**src/rtl/sevenseg_display_sched_if.sv**
```systemverilog
// Request/grant and display bundle between the two digit requesters
// and the seven-segment display scheduler.
interface sevenseg_display_sched_if;
  logic       req_a;
  logic [3:0] val_a;
  logic       blink_a;
  logic       req_b;
  logic [3:0] val_b;
  logic       blink_b;
  logic       gnt_a;
  logic       gnt_b;
  logic [3:0] value;
  logic       timeout_1s;
  logic [1:0] owner;
  logic       busy;

  modport master (
    output req_a,
    output val_a,
    output blink_a,
    output req_b,
    output val_b,
    output blink_b,
    input  gnt_a,
    input  gnt_b,
    input  value,
    input  timeout_1s,
    input  owner,
    input  busy
  );

  modport slave (
    input  req_a,
    input  val_a,
    input  blink_a,
    input  req_b,
    input  val_b,
    input  blink_b,
    output gnt_a,
    output gnt_b,
    output value,
    output timeout_1s,
    output owner,
    output busy
  );
endinterface

```
**src/rtl/sevenseg_display_sched.sv**
```systemverilog
// Round-robin owner of the single hex digit: latches the winner's
// value, holds it for a fixed number of blink half-periods.
module sevenseg_display_sched #(
  parameter int HALF_PERIOD = 25_000_000,
  parameter int HOLD_HALVES = 4,
  parameter int CW          = 25
) (
  input  logic clk,
  input  logic rst,
  sevenseg_display_sched_if.slave bus
);

  localparam int HW = $clog2(HOLD_HALVES + 1);
  localparam logic [CW-1:0] PC_LAST = CW'(HALF_PERIOD - 1);
  localparam logic [HW-1:0] HV_LAST = HW'(HOLD_HALVES - 1);

  typedef enum logic [1:0] {
    IDLE,
    SHOW_A,
    SHOW_B
  } state_t;

  state_t        state;
  state_t        state_n;
  logic          last_b;
  logic          last_b_n;
  logic [CW-1:0] pcnt;
  logic [CW-1:0] pcnt_n;
  logic [HW-1:0] halves;
  logic [HW-1:0] halves_n;
  logic          phase;
  logic          phase_n;
  logic          blink_l;
  logic          blink_l_n;
  logic [3:0]    value_q;
  logic [3:0]    value_n;
  logic          gnt_a_q;
  logic          gnt_a_n;
  logic          gnt_b_q;
  logic          gnt_b_n;
  logic          pick_a;
  logic          pick_b;

  // On contention the requester that did not win last time goes first.
  assign pick_a = bus.req_a & (~bus.req_b | last_b);
  assign pick_b = bus.req_b & (~bus.req_a | ~last_b);

  always_ff @(posedge clk) begin
    if (!rst) begin
      state   <= IDLE;
      last_b  <= 1'b1;
      pcnt    <= '0;
      halves  <= '0;
      phase   <= 1'b0;
      blink_l <= 1'b0;
      value_q <= 4'h0;
      gnt_a_q <= 1'b0;
      gnt_b_q <= 1'b0;
    end else begin
      state   <= state_n;
      last_b  <= last_b_n;
      pcnt    <= pcnt_n;
      halves  <= halves_n;
      phase   <= phase_n;
      blink_l <= blink_l_n;
      value_q <= value_n;
      gnt_a_q <= gnt_a_n;
      gnt_b_q <= gnt_b_n;
    end
  end

  always_comb begin
    state_n   = state;
    last_b_n  = last_b;
    pcnt_n    = pcnt;
    halves_n  = halves;
    phase_n   = phase;
    blink_l_n = blink_l;
    value_n   = value_q;
    gnt_a_n   = 1'b0;
    gnt_b_n   = 1'b0;
    unique case (state)
      IDLE: begin
        unique case (1'b1)
          pick_a: begin
            state_n   = SHOW_A;
            value_n   = bus.val_a;
            blink_l_n = bus.blink_a;
            pcnt_n    = '0;
            halves_n  = '0;
            phase_n   = 1'b0;
            last_b_n  = 1'b0;
            gnt_a_n   = 1'b1;
          end
          pick_b: begin
            state_n   = SHOW_B;
            value_n   = bus.val_b;
            blink_l_n = bus.blink_b;
            pcnt_n    = '0;
            halves_n  = '0;
            phase_n   = 1'b0;
            last_b_n  = 1'b1;
            gnt_b_n   = 1'b1;
          end
          default: ;
        endcase
      end
      SHOW_A, SHOW_B: begin
        if (pcnt == PC_LAST) begin
          pcnt_n = '0;
          if (halves == HV_LAST) begin
            state_n  = IDLE;
            phase_n  = 1'b0;
            halves_n = '0;
          end else begin
            phase_n  = ~phase;
            halves_n = halves + 1'b1;
          end
        end else begin
          pcnt_n = pcnt + 1'b1;
        end
      end
      default: state_n = IDLE;
    endcase
  end

  // phase is forced low outside a window, so this is already 0 in IDLE.
  assign bus.timeout_1s = blink_l & phase;
  assign bus.value      = value_q;
  assign bus.gnt_a      = gnt_a_q;
  assign bus.gnt_b      = gnt_b_q;
  assign bus.owner      = {state == SHOW_B, state == SHOW_A};
  assign bus.busy       = (state != IDLE);

endmodule

```
**src/flat_wrapper.sv**
```systemverilog
// flat-port wrapper written by rule: the top's interface ports become plain ports
module sevenseg_display_sched_flat 
#(
  parameter int HALF_PERIOD = 25_000_000,
  parameter int HOLD_HALVES = 4,
  parameter int CW          = 25
)
  (clk, rst, bus_req_a, bus_val_a, bus_blink_a, bus_req_b, bus_val_b, bus_blink_b, bus_gnt_a, bus_gnt_b, bus_value, bus_timeout_1s, bus_owner, bus_busy);
  sevenseg_display_sched_if bus_i ();
  input  logic clk;
  input  logic rst;
  input wire logic [$bits(bus_i.req_a)-1:0] bus_req_a;
  input wire logic [$bits(bus_i.val_a)-1:0] bus_val_a;
  input wire logic [$bits(bus_i.blink_a)-1:0] bus_blink_a;
  input wire logic [$bits(bus_i.req_b)-1:0] bus_req_b;
  input wire logic [$bits(bus_i.val_b)-1:0] bus_val_b;
  input wire logic [$bits(bus_i.blink_b)-1:0] bus_blink_b;
  output wire logic [$bits(bus_i.gnt_a)-1:0] bus_gnt_a;
  output wire logic [$bits(bus_i.gnt_b)-1:0] bus_gnt_b;
  output wire logic [$bits(bus_i.value)-1:0] bus_value;
  output wire logic [$bits(bus_i.timeout_1s)-1:0] bus_timeout_1s;
  output wire logic [$bits(bus_i.owner)-1:0] bus_owner;
  output wire logic [$bits(bus_i.busy)-1:0] bus_busy;
  assign bus_i.req_a = bus_req_a;
  assign bus_i.val_a = bus_val_a;
  assign bus_i.blink_a = bus_blink_a;
  assign bus_i.req_b = bus_req_b;
  assign bus_i.val_b = bus_val_b;
  assign bus_i.blink_b = bus_blink_b;
  assign bus_gnt_a = bus_i.gnt_a;
  assign bus_gnt_b = bus_i.gnt_b;
  assign bus_value = bus_i.value;
  assign bus_timeout_1s = bus_i.timeout_1s;
  assign bus_owner = bus_i.owner;
  assign bus_busy = bus_i.busy;
  sevenseg_display_sched #(.HALF_PERIOD(HALF_PERIOD), .HOLD_HALVES(HOLD_HALVES), .CW(CW)) u_core (.clk(clk), .rst(rst), .bus(bus_i));
endmodule
```
**config.mk**
```make
export PLATFORM = sky130hd
export DESIGN_NAME = sevenseg_display_sched_flat
export DESIGN_NICKNAME = d
export VERILOG_FILES = /design/src/rtl/sevenseg_display_sched_if.sv /design/src/rtl/sevenseg_display_sched.sv /design/src/flat_wrapper.sv
export SDC_FILE = /design/constraint.sdc
export NUM_CORES = 1
export LEC_CHECK = 0
export BUFFER_PORTS_ARGS = -buffer_cell sky130_fd_sc_hd__buf_4
export CORE_ASPECT_RATIO = 1.4
export CORE_UTILIZATION = 49
export DETAILED_ROUTE_END_ITERATION = 8
export PLACE_DENSITY = 0.74
export SLEW_MARGIN = 25
export SYNTH_ARGS = -nofsm -noshare
export SYNTH_HDL_FRONTEND = slang
export SYNTH_SLANG_ARGS = --single-unit
```
**constraint.sdc**
```tcl
create_clock -name clk -period 2.3 [get_ports clk]
set_input_delay 0.69 -clock clk [delete_from_list [all_inputs] [get_ports clk]]
set_output_delay 0.69 -clock clk [all_outputs]
set_load 0.05 [all_outputs]
```
After elaboration in Yosys (flattened, before gate mapping) --
Index checks and enable logic that the tools add are counted.
Operators by class: equality and inequality tests 8, add/sub/neg operators 2, reduce and logical (&&, ||, !) cells 11, bitwise gates (word level) 9, muxes and demuxes 20
Operators by type and width (number):
- 2-to-1 mux 25 bit | 2
- one-hot mux 25 bit (2 select lines) | 1
- adder 25 x 1 -> 25 bit, second input constant | 1
- equality test 25 bit, second input constant | 1
- 2-to-1 mux 3 bit | 3
- one-hot mux 2 bit (2 select lines) | 2
- one-hot mux 4 bit (2 select lines) | 1
- one-hot mux 1 bit (2 select lines) | 3
- one-hot mux 3 bit (2 select lines) | 1
- AND reduction 2 bit | 3
- AND reduction 3 bit | 2
- nonzero test 2 bit | 3
- 2-to-1 mux 1 bit | 5
- 2-to-1 mux 2 bit | 2
- != test 2 x 1 -> 1 bit, second input constant | 2
- NOT 1 bit | 4
- OR reduction 2 bit | 2
- adder 3 x 1 -> 3 bit, second input constant | 1
- AND 1 bit | 3
- equality test 3 x 2 -> 1 bit, second input constant | 1
- != test 3 x 1 -> 1 bit, second input constant | 1
- equality test 2 x 1 -> 1 bit, second input constant | 1
- equality test 2 bit, second input constant | 1
- logical NOT 2 bit | 1
- 2 further kinds | 3
Word-level totals: output and inout bits 10, bits in registers 39, word-level logic and storage cells 59, bits of input ports 14

Depth between registers and ports, before layout --
Gate-level depths: netlist of the first run.
word-level depth 6, mapped depth 8

Least setup slack after synthesis of the first run --
No wires, ideal clock.
path kind reg-to-reg, from reg u_core.state[0], to reg u_core.pcnt[5], data arrival time 2.055 ns, setup time 0.079 ns, period minus slack after synthesis 2.134 ns, stages on the path, launching flop included 9, path slack 0.166 ns, buffers on the path 2, cells stage by stage dfxtp_1 -> inv_1 -> ha_1 -> inv_1 -> a21oi_1 -> clkbuf_1 -> clkbuf_1 -> nand3_1 -> o211ai_1
Between the ends: longest elaborated chain between the ends 4, elaborated cells on any way between the ends 8, classes of those cells eq/ne (3); mux (1); reduce/logical (4)
Ends and longest elaborated chain:
- from (decl) | line sevenseg_display_sched.sv:23 | state_t state;
- from (signal assigned) | line sevenseg_display_sched.sv:60 | state <= state_n;
- equality test 2 x 1 -> 1 bit / equality test 2 bit (equally long branches) | line sevenseg_display_sched.sv:82 | unique case (state)
- OR reduction 2 bit | line sevenseg_display_sched.sv:82
- nonzero test 2 bit (no line)
- AND reduction 2 bit (no line)
- to (signal assigned) | line sevenseg_display_sched.sv:62 | pcnt <= pcnt_n;
- to (decl) | line sevenseg_display_sched.sv:27 | logic [CW-1:0] pcnt;
Several ways; a longest one is shown, not always the timed one. A chain may end at the register's enable or synchronous reset.

Worst setup path after layout of the first run --
from reg u_core.pcnt[9], to reg u_core.halves[1]
Between the ends: longest elaborated chain between the ends 3
Ends and longest elaborated chain:
- equality test 25 bit | line sevenseg_display_sched.sv:109 | if (pcnt == PC_LAST) begin
- != test 2 x 1 -> 1 bit (no line)
- AND reduction 3 bit (no line)
- to (signal assigned) | line sevenseg_display_sched.sv:63 | halves <= halves_n;
- to (decl) | line sevenseg_display_sched.sv:29 | logic [HW-1:0] halves;
No other way between the ends.

==> summary.txt, run 1 <==
Initial DRC Count = 35
H-Tree Depth = 2
total congestion overflow = 0
most frequent cells in the layout = 39 x dfxtp_1, 37 x buf_4, 24 x nand3_1, 23 x nand2_1, 21 x nor2_1
Max-Cap Viols = 0
synthesized instance count = 242
CTS Hold Buffers Added = 0
# DRC = 0
worst hold-check path type = reg -> reg
number of global-route vias before repair = 1712
Root Driver = clkbuf_8
Max-Slew Margin vs Limit = 55.00%
Seq/Total Area, Yosys = 39.07%
gpl congestion = 0.8431
#FFs+latches synth = 39
data arrival time of the critical path = 2380 ps
Worst IR Drop VDD = 0.0009094 V
fin crit share = 93.40%
Final min period = 2148 ps
DIE AREA = 4341 um^2
crit path max fanout = 13
Post-Route WL = 4493 um
Pwr Total = 2.416 mW
clk slew on worst S/H paths = 70 ps
# diodes = 0
GRT Overall Usage = 21.87%
startpoint types = flip-flop
Setup-failing EPs final = 0
Max Slew Vio Count = 0
CP max stage delay = 560 ps
TritonCTS clock tree = built
worst-margin pin slew = 667.9 ps
Filler Cells Inserted = 352
P&R area growth vs syn = 20.35%
routed length per instance = 14.04 um
Distinct cells, synth = 36
Final ANT Viol Nets = 0
via/cell ratio = 5.950
Initial Utilization = 50.99%
hpwl dp = 3240 um
CTS buffer count = 5
Pwr Density = 1005 nW/um^2
crit path from = u_core.pcnt[9]
unrepaired setup endpoints after global routing = no
crit path buf inv count = 0
initial antenna violation count = 0
WP data required = 2530 ps
final hold vios = 0
Final TNS setup = 0 ps
commonest register cell after synthesis = dfxtp_1
Crit. End Element = flip-flop
Async SR Flop Fraction = 0%
PostCTS Resize Cnt = 0
IO Pins = 24
TritonRoute pass-1 iters = 4
Max clock buf depth = 2
critical path class = reg -> reg
Synth Warn # = 0
input/output buffers = 23
Leakage = 0.8700 nW
setup clock skew after layout = 6.297 ps
core area = 3919 um^2
Worst Hold Launch = u_core.halves[2]
Clk Latency, worst-skew pair = 290 ps
crit-path cells = or4_4 -> nor4_4 -> a31oi_2 -> or4b_1 -> a21oi_1
status = finished clean
Sink Count = 39
# rows = 27
Final #Nets = 296
Fmax achieved = 0.4655 GHz
first-pass GRT wire length = 7486 um
reg2reg start = u_core.pcnt[9]
via count = 1904
Die Wd = 55.97 um
syn_nets = 261
CP top delay family = simple AND/OR/NAND/NOR gates
CP max stage cell = or4b_1
syn avg cell area = 8.257 um^2
Die Span Y = 77.56 um
most common cell after layout, fill and taps aside = dfxtp_1
share of layout cells above drive strength 1 = 18.05%
pin count of the biggest net entering global routing = 28
post-CTS setup buffer count = 0
Post-synth EDFFs = 0
Mapped Area = 1998 um^2
-- final cells by class --
type	instances	area (um^2)	share of cell area, %
timing repair buffer	38	297.8	12.38
clock inverter	1	5.005	0.2081
tap	43	53.80	2.237
sequential	39	780.7	32.47
multi-input combinational	186	1159	48.18
inverter	7	26.28	1.093
clock buffer	6	82.58	3.434
-- state kept, by name, summed over array words and instances (netlist names), 2 cells and up --
register          flops
u_core.state          2
u_core.pcnt          25
u_core.bus.value      4
u_core.halves         3
-- through the flow --
| stage | setup slack (ps) | utilization (%) | hold slack [ps] | std cells | instance area [um^2] |
|---|---|---|---|---|---|
| after floorplan | 166.4 | - | 408.8 | 242 | 1998 |
| after global placement | 211.9 | 59.13 | 415.4 | 313 | 2317 |
| after detailed placement | 167.6 | 59.13 | 425.4 | 313 | 2317 |
| after CTS | 146.6 | 61.37 | 435.7 | 320 | 2405 |
| after global routing | 11.66 | 61.37 | 472.5 | 320 | 2405 |
| final | 151.8 | 61.37 | 430.5 | 320 | 2405 |
-- worst paths after layout --
kind                           end  slack [ps]  depth (start not counted)
setup / recovery  u_core.halves[1]         150                          5
hold / removal    u_core.halves[2]         430                          2
setup reg to reg  u_core.halves[1]         150                          5
hold reg to reg   u_core.halves[2]         430                          2
-- worst register-to-register path: stages, from the launching register on --
cell and delay [ps]:
dfxtp_1 360, or4_4 560, nor4_4 190, a31oi_2 280, or4b_1 560, a21oi_1 140
-- cells in the mapped netlist, types with 2 or more instances --
library cell | count | area [um^2]
dfxtp_1 | 39 | 780.8
nand4_1 | 11 | 68.82
o21ai_1 | 8 | 40.04
nand3_1 | 24 | 120.1
clkbuf_1 | 9 | 33.78
nor4_1 | 2 | 12.51
o21a_1 | 3 | 22.52
or4b_1 | 4 | 40.04
or4_1 | 3 | 22.52
nand2_1 | 23 | 86.33
or3_1 | 6 | 37.54
a211oi_1 | 7 | 52.55
and3_1 | 4 | 25.02
o211ai_1 | 6 | 45.04
nand3b_1 | 2 | 15.01
inv_1 | 7 | 26.28
a21oi_1 | 14 | 70.07
a31oi_1 | 5 | 31.28
nor2_1 | 21 | 78.83
nand4b_1 | 4 | 35.03
mux2i_1 | 5 | 50.05
and2_1 | 2 | 12.51
ha_1 | 5 | 62.56
a32oi_1 | 2 | 17.52
xor2_1 | 8 | 70.07
o21ai_0 | 8 | 40.04
-- logic make-up after synthesis --
group                      after synthesis  share of synthesized area [%]
and+or+nand+nor                        113                          31.81
AOI/OAI and AO/OA                       55                          16.72
DFF                                     39                          39.07
buffers and inverters                   17                          3.256
xor gates and xnor gates                 8                          3.507
muxes                                    5                          2.505
adders and majority gates                5                          3.131
-- metal layers --
metal	track usage, %	vias up	share of wire (%)
met1	25.57	886	45
met3	4.500	16	2.8
met5	0	-	0
li1	-	966	-
met2	36.31	36	49
met4	13.17	0	3.5
-- report_power, final --
| group | total (mW) | leakage [nW] | internal (mW) | switching [mW] |
|---|---|---|---|---|
| combinational | 1.15 | 0.506 | 0.387 | 0.761 |
| clock | 0.468 | 0.0470 | 0.235 | 0.232 |
| sequential | 0.800 | 0.317 | 0.752 | 0.0478 |
Note: power is estimated with default switching activity, not from simulation.
==> run 2, diff against run 1 <==
CORE_UTILIZATION = 50   (was 49)
PLACE_DENSITY = 0.75   (was 0.74)
==> summary.txt, run 2 (same netlist as run 1, synthesis figures left out) <==
Final ANT Viol Nets = 0 (unchanged)
Initial DRC Count = 53 (+51%)
cells on worst reg2reg path = 5 (unchanged)
CTS buffer count = 5 (unchanged)
Crit. End Element = flip-flop
Final #Nets = 297 (+0.34%)
crit path max fanout = 8 (-5)
P&R area growth vs syn = 23.23%
via count = 1946 (+2.2%)
initial antenna violation count = 0 (unchanged)
share of layout cells above drive strength 1 = 18.64% (+0.59 points)
post-CTS setup buffer count = 0 (unchanged)
clk slew on worst S/H paths = 70 ps (about the same)
WP data required = 2530 ps (about the same)
worst reg-to-reg setup slack = 210 ps (+60 ps)
pin count of the biggest net entering global routing = 28 (unchanged)
Most flops, register = u_core.pcnt
Post-Route WL = 4593 um (+2.2%)
worst hold-check path type = reg -> reg
status = finished clean
Pwr Density = 1058 nW/um^2 (+5.3%)
Final min period = 2090 ps (-58.34 ps)
# rows = 26 (-3.7%)
TritonCTS clock tree = built
# diodes = 0 (unchanged)
Leakage = 0.8926 nW (+2.6%)
Initial Utilization = 53.41% (+2.4 points)
WHS Path Cells = 2 (unchanged)
startpoint types = flip-flop
total congestion overflow = 0 (unchanged)
core area = 3741 um^2 (-4.5%)
Filler Cells Inserted = 327 (-7.1%)
area of the multi-input gates = 1167 um^2 (+0.76%)
critical path class = reg -> reg
dpl cells = 313 (unchanged)
IO Pins = 24 (unchanged)
Clk Latency, worst-skew pair = 290 ps (about the same)
H-Tree Depth = 2 (unchanged)
CP max stage delay = 560 ps (about the same)
Root Driver = clkbuf_8
logic depth of the worst path, buffers included = 5 (unchanged)
GRT Overall Usage = 22.65% (+0.78 points)
Non-Filler Instances = 321 (+0.31%)
FF-to-FF End = u_core.halves[1]
# DRC = 0 (unchanged)
setup slack after layout = 210.2 ps (+58.34 ps)
first-pass GRT wire length = 7790 um (+4.1%)
crit path buf inv count = 0 (unchanged)
CP top delay family = simple AND/OR/NAND/NOR gates
worst-margin pin slew = 600.5 ps (-67.38 ps)
number of global-route vias before repair = 1802 (+5.3%)
crit-path cells = or4_4 -> nor4_4 -> a31oi_4 -> or4b_1 -> a21oi_1
number of flip-flops in the largest register = 25 (unchanged)
Worst IR Drop VDD = 0.0009765 V (+7.4%)
input/output buffers = 23 (unchanged)
Max Slew Vio Count = 0 (unchanged)
Die Wd = 55.43 um (-0.97%)
fin crit share = 90.86% (-2.5 points)
unrepaired setup endpoints after global routing = no
fin util = 65.82% (+4.5 points)
Max clock buf depth = 2 (unchanged)
dpl ws = 168.5 ps (+0.8290 ps)
gpl congestion = 0.8315 (-1.4%)
setup clock skew after layout = 4.399 ps (-1.898 ps)
routed length per instance = 14.31 um (+1.9%)
CP max stage cell = or4_4
Die Span Y = 76.80 um (-0.98%)
data arrival time of the critical path = 2320 ps (-60 ps)
Final TNS setup = 0 ps (unchanged)
Hold Path End = u_core.halves[2]
Max-Slew Margin vs Limit = 59.54% (+4.5 points)
hpwl dp = 3369 um (+4.0%)
most common cell after layout, fill and taps aside = dfxtp_1
Max-Cap Viols = 0 (unchanged)
TritonRoute pass-1 iters = 4 (unchanged)
final hold vios = 0 (unchanged)
Sink Count = 39 (unchanged)
via/cell ratio = 6.062 (+1.9%)
FF/Latch Area = 780.7 um^2 (unchanged)
Worst Hold Launch = u_core.halves[2]
Fmax achieved = 0.4785 GHz (+2.8%)
most frequent cells in the layout = 39 x dfxtp_1, 37 x buf_4, 24 x nand3_1, 23 x nand2_1, 21 x nor2_1
DIE AREA = 4257 um^2 (-1.9%)
reg2reg start = u_core.pcnt[9]
Setup-failing EPs final = 0 (unchanged)
## run 2: cell count changes in the layout (fill, tap and decap cells not counted), sizes merged
cell,before,now
buf,38,39
bufinv,0,1
## run 2: timing repair
item | 4_1_cts | 5_1_grt
hold buffers | 0 | 0
setup endpoints to repair | 0 | 3
resized for setup | 0 | 1
## run 2: worst register-to-register path: stages (launching register included)
cell	delay, ps
dfxtp_1	360
or4_4	560
nor4_4	230
a31oi_4	210
or4b_1	540
a21oi_1	140
## run 2: power breakdown
part	internal [mW]	total (mW)	switching [mW]
clock network	0.351	0.585	0.234
logic	0.443	1.22	0.777
registers	0.752	0.801	0.0487
total	1.55	2.61	1.06
## run 2: layer usage
| metal | up-vias | share of wire (%) | global-route usage (%) |
|---|---|---|---|
| met5 | - | 0 | 0 |
| met4 | 0 | 1.7 | 10.50 |
| met3 | 9 | 3.3 | 4.216 |
| met2 | 46 | 51 | 39.88 |
| met1 | 922 | 44 | 26.05 |
| li1 | 969 | - | - |
## run 2: cell type report
| type | count | share of cell area [%] |
|---|---|---|
| Tap cell | 42 | 2.134 |
| Sequential cell | 39 | 31.71 |
| Clock buffer | 6 | 3.354 |
| Inverter | 7 | 1.067 |
| Timing Repair Buffer | 39 | 12.91 |
| Clock inverter | 2 | 1.423 |
| Multi-Input combinational cell | 186 | 47.41 |
## run 2: worst max path at each step
| stage | to | start |
|---|---|---|
| 2_1_floorplan | u_core.pcnt[5] | u_core.state[0] |
| 3_3_place_gp | u_core.pcnt[14] | u_core.pcnt[0] |
| 3_5_place_dp | u_core.pcnt[11] | u_core.pcnt[0] |
| 4_1_cts | u_core.pcnt[11] | u_core.pcnt[0] |
| 5_1_grt | u_core.pcnt[14] | u_core.pcnt[0] |
| 6_report | u_core.halves[1] | u_core.pcnt[9] |
## run 2: through the flow
step / hold WS (ps) / cell area (um^2) / power, mW
CTS: 441.0 / 2454 / 2.603
global placement: 417.2 / 2336 / 2.003
floorplan: 408.8 / 1998 / 1.578
detailed placement: 429.8 / 2336 / 2.019
finish: 436.9 / 2462 / 2.606
global route: 470.8 / 2462 / 2.768
